File: src/rtl/alu_share_pkg.sv
`default_nettype none
// ============================================================================
// Module      : alu_share_pkg
// Description : Shared types and constants for the ALU sharing controller.
//               Holds the controller state encoding, the bit positions of
//               the captured {c,z,o,s} flags and the opsel width.
// Revision    : 1.0 - initial release
// ============================================================================
package alu_share_pkg;

    typedef enum logic [1:0] {
        IDLE = 2'd0,
        EXEC = 2'd1,
        RESP = 2'd2
    } state_t;

    // Bit positions inside the 4-bit response flag vector {c,z,o,s}
    localparam int FLAG_C = 3;
    localparam int FLAG_Z = 2;
    localparam int FLAG_O = 1;
    localparam int FLAG_S = 0;

    localparam int OPSEL_W = 3;

endpackage
`default_nettype wire

File: src/rtl/alu_share_ctrl_rr_arbiter.sv
`default_nettype none
// ============================================================================
// Module      : rr_arbiter
// Description : Combinational round-robin arbiter. Grants the first set
//               request at or after the pointer, wrapping modulo NREQ.
// Ports       : i_req       - request vector
//               i_ptr       - highest-priority index (must be < NREQ)
//               o_grant     - one-hot grant (zero when nothing requests)
//               o_grant_idx - index of the granted requester
//               o_any_grant - at least one request is set
// Revision    : 1.0 - initial release
// ============================================================================
module rr_arbiter #(
    parameter int NREQ = 2,
    parameter int IDW  = 3
) (
    input  logic [NREQ-1:0] i_req,
    input  logic [IDW-1:0]  i_ptr,
    output logic [NREQ-1:0] o_grant,
    output logic [IDW-1:0]  o_grant_idx,
    output logic            o_any_grant
);

    logic [2*NREQ-1:0] w_dbl;
    logic [IDW:0]      w_sum;

    always_comb begin
        // Rotating a doubled copy puts the pointer's requester at bit 0, so
        // the lowest set bit k is the winner at offset k from the pointer.
        w_dbl       = {i_req, i_req} >> i_ptr;
        w_sum       = '0;
        o_grant     = '0;
        o_grant_idx = '0;
        o_any_grant = 1'b0;
        // Scan from the farthest offset down so the nearest one is kept.
        for (int k = NREQ - 1; k >= 0; k--) begin
            if (w_dbl[k]) begin
                w_sum = {1'b0, i_ptr} + (IDW+1)'(k);
                if (w_sum >= (IDW+1)'(NREQ)) begin
                    w_sum = w_sum - (IDW+1)'(NREQ);
                end
                o_grant_idx = w_sum[IDW-1:0];
                o_any_grant = 1'b1;
            end
        end
        for (int j = 0; j < NREQ; j++) begin
            if (o_any_grant && (o_grant_idx == IDW'(j))) begin
                o_grant[j] = 1'b1;
            end
        end
    end

endmodule
`default_nettype wire

File: src/rtl/alu_share_ctrl.sv
`default_nettype none
// ============================================================================
// Module      : alu_share_ctrl
// Description : Shares one combinational ALU between NREQ requesters.
//               Round-robin picks a requester, its operands are registered
//               onto the ALU inputs, the result and flags are captured one
//               cycle later and returned on a valid/ready response channel.
// Ports       : clk, rst                      - clock, sync active-high reset
//               req_valid/req_ready           - request handshake per requester
//               req_op1/op2/opsel/mode        - flattened request operands
//               alu_op1/op2/opsel/mode        - registered ALU inputs
//               alu_result, alu_*_flag        - ALU outputs
//               rsp_valid/rsp_ready           - response handshake per requester
//               rsp_result/rsp_flags/rsp_id   - captured response and owner
//               busy                          - controller not idle
// Revision    : 1.0 - initial release
// ============================================================================
module alu_share_ctrl
    import alu_share_pkg::*;
#(
    parameter int DWIDTH = 128,
    parameter int NREQ   = 2,
    parameter int IDW    = 3
) (
    input  logic                      clk,
    input  logic                      rst,
    input  logic [NREQ-1:0]           req_valid,
    output logic [NREQ-1:0]           req_ready,
    input  logic [NREQ*DWIDTH-1:0]    req_op1,
    input  logic [NREQ*DWIDTH-1:0]    req_op2,
    input  logic [NREQ*OPSEL_W-1:0]   req_opsel,
    input  logic [NREQ-1:0]           req_mode,
    output logic [DWIDTH-1:0]         alu_op1,
    output logic [DWIDTH-1:0]         alu_op2,
    output logic [OPSEL_W-1:0]        alu_opsel,
    output logic                      alu_mode,
    input  logic [DWIDTH-1:0]         alu_result,
    input  logic                      alu_c_flag,
    input  logic                      alu_z_flag,
    input  logic                      alu_o_flag,
    input  logic                      alu_s_flag,
    output logic [NREQ-1:0]           rsp_valid,
    input  logic [NREQ-1:0]           rsp_ready,
    output logic [DWIDTH-1:0]         rsp_result,
    output logic [3:0]                rsp_flags,
    output logic [IDW-1:0]            rsp_id,
    output logic                      busy
);

    state_t              r_state;
    state_t              w_state_nxt;
    logic [IDW-1:0]      r_rr_ptr;
    logic [IDW-1:0]      r_id;
    logic [DWIDTH-1:0]   r_alu_op1;
    logic [DWIDTH-1:0]   r_alu_op2;
    logic [OPSEL_W-1:0]  r_alu_opsel;
    logic                r_alu_mode;
    logic [DWIDTH-1:0]   r_rsp_result;
    logic [3:0]          r_rsp_flags;

    logic [NREQ-1:0]     w_grant;
    logic [IDW-1:0]      w_grant_idx;
    logic                w_any_grant;
    logic                w_take;
    logic                w_rsp_hs;
    logic [IDW-1:0]      w_ptr_nxt;
    logic [DWIDTH-1:0]   w_sel_op1;
    logic [DWIDTH-1:0]   w_sel_op2;
    logic [OPSEL_W-1:0]  w_sel_opsel;
    logic                w_sel_mode;
    logic [3:0]          w_flags;

    rr_arbiter #(
        .NREQ (NREQ),
        .IDW  (IDW)
    ) u_arb (
        .i_req       (req_valid),
        .i_ptr       (r_rr_ptr),
        .o_grant     (w_grant),
        .o_grant_idx (w_grant_idx),
        .o_any_grant (w_any_grant)
    );

    // A grant is withheld while rst is high: the state is being forced to
    // IDLE, so an accepted request would be lost without a response.
    assign w_take = (r_state == IDLE) && !rst && w_any_grant;

    assign w_ptr_nxt = (w_grant_idx == IDW'(NREQ - 1)) ? '0 : (w_grant_idx + 1'b1);

    // Operand mux driven by the one-hot grant
    always_comb begin
        w_sel_op1   = '0;
        w_sel_op2   = '0;
        w_sel_opsel = '0;
        w_sel_mode  = 1'b0;
        for (int i = 0; i < NREQ; i++) begin
            if (w_grant[i]) begin
                w_sel_op1   = req_op1[i*DWIDTH +: DWIDTH];
                w_sel_op2   = req_op2[i*DWIDTH +: DWIDTH];
                w_sel_opsel = req_opsel[i*OPSEL_W +: OPSEL_W];
                w_sel_mode  = req_mode[i];
            end
        end
    end

    always_comb begin
        w_flags         = '0;
        w_flags[FLAG_C] = alu_c_flag;
        w_flags[FLAG_Z] = alu_z_flag;
        w_flags[FLAG_O] = alu_o_flag;
        w_flags[FLAG_S] = alu_s_flag;
    end

    // Next state and state-decoded outputs
    always_comb begin
        w_state_nxt = r_state;
        w_rsp_hs    = 1'b0;
        rsp_valid   = '0;
        req_ready   = w_take ? w_grant : '0;
        busy        = (r_state != IDLE);
        // Only the owner's rsp_ready completes the response.
        for (int i = 0; i < NREQ; i++) begin
            if ((r_state == RESP) && (r_id == IDW'(i))) begin
                rsp_valid[i] = 1'b1;
                w_rsp_hs     = rsp_ready[i];
            end
        end
        case (r_state)
            IDLE:    if (w_any_grant) w_state_nxt = EXEC;
            EXEC:    w_state_nxt = RESP;
            RESP:    if (w_rsp_hs) w_state_nxt = IDLE;
            default: w_state_nxt = IDLE;
        endcase
    end

    always_ff @(posedge clk) begin
        if (rst) begin
            r_state <= IDLE;
        end else begin
            r_state <= w_state_nxt;
        end
    end

    always_ff @(posedge clk) begin
        if (rst) begin
            r_rr_ptr     <= '0;
            r_id         <= '0;
            r_alu_op1    <= '0;
            r_alu_op2    <= '0;
            r_alu_opsel  <= '0;
            r_alu_mode   <= 1'b0;
            r_rsp_result <= '0;
            r_rsp_flags  <= '0;
        end else begin
            if (w_take) begin
                r_alu_op1   <= w_sel_op1;
                r_alu_op2   <= w_sel_op2;
                r_alu_opsel <= w_sel_opsel;
                r_alu_mode  <= w_sel_mode;
                r_id        <= w_grant_idx;
                r_rr_ptr    <= w_ptr_nxt;
            end
            // The ALU has had the whole EXEC cycle to settle.
            if (r_state == EXEC) begin
                r_rsp_result <= alu_result;
                r_rsp_flags  <= w_flags;
            end
        end
    end

    assign alu_op1    = r_alu_op1;
    assign alu_op2    = r_alu_op2;
    assign alu_opsel  = r_alu_opsel;
    assign alu_mode   = r_alu_mode;
    assign rsp_result = r_rsp_result;
    assign rsp_flags  = r_rsp_flags;
    assign rsp_id     = r_id;

endmodule
`default_nettype wire

File: config.mk
export PLATFORM = sky130hd
export DESIGN_NAME = alu_share_ctrl
export DESIGN_NICKNAME = d
export VERILOG_FILES = /design/src/rtl/alu_share_pkg.sv /design/src/rtl/alu_share_ctrl_rr_arbiter.sv /design/src/rtl/alu_share_ctrl.sv
export SDC_FILE = /design/constraint.sdc
export NUM_CORES = 1
export LEC_CHECK = 0
export ABC_AREA = 1
export BUFFER_PORTS_ARGS = -buffer_cell sky130_fd_sc_hd__buf_2
export CAP_MARGIN = 30
export CORE_AREA = 3 3 413 415
export CTS_CLUSTER_SIZE = 30
export DETAILED_ROUTE_END_ITERATION = 6
export DIE_AREA = 0 0 416 418
export SLEW_MARGIN = 30
export SYNTH_ARGS = -nofsm -noshare
export SYNTH_HDL_FRONTEND = slang
export SYNTH_SLANG_ARGS = --single-unit
File: constraint.sdc
create_clock -name clk -period 2 [get_ports clk]
set_input_delay 0.2 -clock clk [delete_from_list [all_inputs] [get_ports clk]]
set_output_delay 0.2 -clock clk [all_outputs]
set_load 0.02 [all_outputs]
==> metrics.yaml <==
routing:
  vias: 26332
  first_iter_violations: 1846
  dr.pass1.iters: 5
  post_drt_wl_per_cell_um: 17.19
  drc: 0
  ant_nets: 0
  totalWireLength_mm: 119.0
  vias_per_cell: 3.804
synth:
  synthTopCellsByCount: "nor2_1 (1056), nand2_1 (554), dfxtp_1 (400)"
  syn_nets: 3561
  ys_seq_area_frac: 0.4408
  synth.distinct_cells: 20
  ys_seq_elements: 400
  ys.flop_type: "dfxtp_1"
  syn_inst: 2898
  async_reset_ff_frac: 0
  synth_top_cell_by_area: "dfxtp_1"
  post_synth_instance_area_mm2: 0.01817
  avgSynthCellArea_um2: 6.269
  synth_edf_count: 0
  synth.most_common_cell: "nor2_1"
  yosys-top-cells-area: "dfxtp_1 (44%), nor2_1 (22%), nand2_1 (11%), nand3_1 (7.5%), inv_1 (5.7%)"
  synth_warnings: 0
  yosysTopAreaCellShare: 0.4408
global_routing:
  first_global_vias: 25431
  grt_max_degree: 127
  grt_pass1_wl_mm: 162.8
  gr-usage-all-layers: 0.1242
  gr-total-overflow: 0
  antenna_found_initial: 17
timing:
  min_period_over_period: 1.206
  rsz0062_at_grt: "yes"
  slew_headroom: 0.4511
  whs_ns: 0.07944
  max_freq_ghz: 0.4144
  hold_viol_final: 0
  setup_violations: 264
  final_max_slew_viol_count: 0
  fin_tns_setup_ns: -54.86
  clock-skew-final_ns: 0.01353
  fin_ws_ns: -0.4129
  fin_crit_ns: 2.413
  worst_pin_slew_ns: 0.8234
clock_tree:
  cts-root-buf: "clkbuf_16"
  cts_tree: "yes"
  ctsHtreeMaxLevel: 2
  cts_buffers: 52
  cts_sinks: 400
  clkSlewWorstSetupHoldPaths_ns: 0.06
  clk_latency_ns: 0.65
  cts_buffer_depth: 3
pwr:
  p_per_area_mw_per_mm2: 1566
  combPwrFrac: 0.594
  pwr-share-clk: 0.170
  p_leak_nw: 18.97
  swShare: 0.4764
  seqPwrFrac: 0.236
  finalPower_mw: 57.64
  max-vdd-ir-drop_v: 0.001047
  p_sw_mw: 27.46
  p_int_mw: 30.18
placement:
  dp_worst_setup_slack_ns: -0.2422
  dpl.hpwl_mm: 81.88
  io_buffer_count: 1057
  gp_congestion: 0.9580
  postPlaceCellArea_mm2: 0.02680
  dp_cells: 6114
critical_path:
  start_kind: "flop"
  crit_path_end_kind: "output pin"
  path_cells: "inv_2 -> buf_4 -> a211oi_4 -> nand3_4 -> buf_6 -> nor3_4 -> buf_6"
  path_class: "reg2out"
  cp_slowest_cell: "dfxtp_4"
  crit_fanout: 4
  worstSetupStartpoint: "r_rr_ptr[0]"
  critPathMaxStageDelay_ns: 0.39
  r2r.worst_path.cells: 16
  cp.required_ns: 1.80
  reg2reg_from: "r_rr_ptr[1]"
  worstPathArrival_ns: 2.21
  path_common_cell: "buf_6"
floorplanning:
  die_width_um: 416
  die_height_um: 418
  core_area_mm2: 0.1670
  start_util: 0.1088
  die_area_mm2: 0.1739
  ios: 1058
  std_cell_rows: 150
hold_path:
  hp-class: "in2reg"
  min_path_cells: 6
  hold_start: "req_op2[28]"
finish:
  final_cell_count_no_fill: 6923
  nFillCells: 18252
  nets: 5327
  fin_area_mm2: 0.03679
  layout-drive-gt1-share: 0.3103
  final_core_util: 0.2203
  syn2layout_area_growth_pct: 102.5
outcome:
  status: "finished with violations"
  violations: "setup timing"
flow_run:
  maxCapViolCount: 0
[state kept, by name (all words and copies together) (netlist names)]
| name | flops |
|---|---|
| alu_opsel | 3 |
| r_rr_ptr | 3 |
| rsp_id | 3 |
| r_state | 2 |
| rsp_result | 128 |
| alu_op1 | 128 |
| rsp_flags | 4 |
| alu_op2 | 128 |
| alu_mode | 1 |
[cells in the final DEF (no fill, tap or decap), types with 2 or more instances in the layout]
master,netlist,layout
inv_2,5,5
buf_16,0,10
buf_6,7,19
buf_4,17,95
dlygate4sd3_1,0,652
nand2_4,0,10
clkinv_2,0,11
nand2_2,4,11
inv_4,0,4
bufinv_16,0,3
ha_4,0,3
clkinv_4,0,3
nand2_1,554,536
dfxtp_1,400,397
nor2_4,2,31
nand3_2,2,17
clkbuf_16,0,64
clkbuf_8,0,13
inv_6,0,6
nand3_1,272,251
nor2_2,0,34
nor3_1,3,2
clkbuf_1,104,8
o21ai_0,135,135
nor2_1,1056,993
inv_1,275,268
dfxtp_4,0,2
buf_2,41,1054
buf_8,0,10
diode_2,0,14
nand3_4,0,6
buf_12,0,43
[power by group through the flow]
stage               logic [mW]  clock network (mW)  registers (mW)
CTS                       32.5                10.1            13.5
finish                    34.2                9.78            13.6
global route              36.8                10.4            14.0
global placement          28.5                   0            13.5
floorplan                 12.0                   0            17.6
detailed placement        28.6                   0            13.6
[layer usage]
layer,track usage,share of wire,vias to the layer above
met4,0.08843,0.077,8
met5,0,0.00038,-
li1,-,-,12316
met3,0.03603,0.089,442
met2,0.2000,0.46,1476
met1,0.1407,0.37,12090
[critical path, delay by kind of cell, from the launching register on]
kind | cells | cell delay [ns]
and+or+nand+nor | 2 | 0.32
AOI/OAI and AO/OA | 1 | 0.34
buffers and inverters | 4 | 0.52
DFF | 1 | 0.39
[kinds of logic after synthesis]
family / after synthesis / synth area share
AND/OR/NAND/NOR: 1893 / 0.4121
buffers and inverters: 462 / 0.1047
flip-flops: 400 / 0.4408
AO/OA/AOI/OAI: 138 / 0.03891
adder cells (fa/ha/maj): 5 / 0.003444
[worst paths after layout]
kind	to	slack (ns)
worst min register to register	rsp_id[1]	0.51
worst max register to register	alu_op2[42]	-0.37
worst max-delay path	req_ready[1]	-0.41
worst min-delay path	alu_op2[28]	0.08
[repair_timing]
action	in CTS	in global routing
pin swaps	7	39
hold buffers	652	0
buffers inserted	22	15
gates cloned	5	12
gates resized for setup	96	152
hold endpoints to repair	393	0
endpoints found under the setup margin	264	265
[layout make-up]
type	instances	area (um2)	area share
repair buffers	1894	14290	0.3884
multi-input cells	2036	8870	0.2411
flip-flops and latches	400	8016	0.2179
well taps	2204	2758	0.07495
clock buffers	74	1535	0.04172
inverters	280	1080	0.02935
clock inverters	21	210.2	0.005713
diodes	14	35.03	0.0009522
Power figures use the tool's default switching activity.
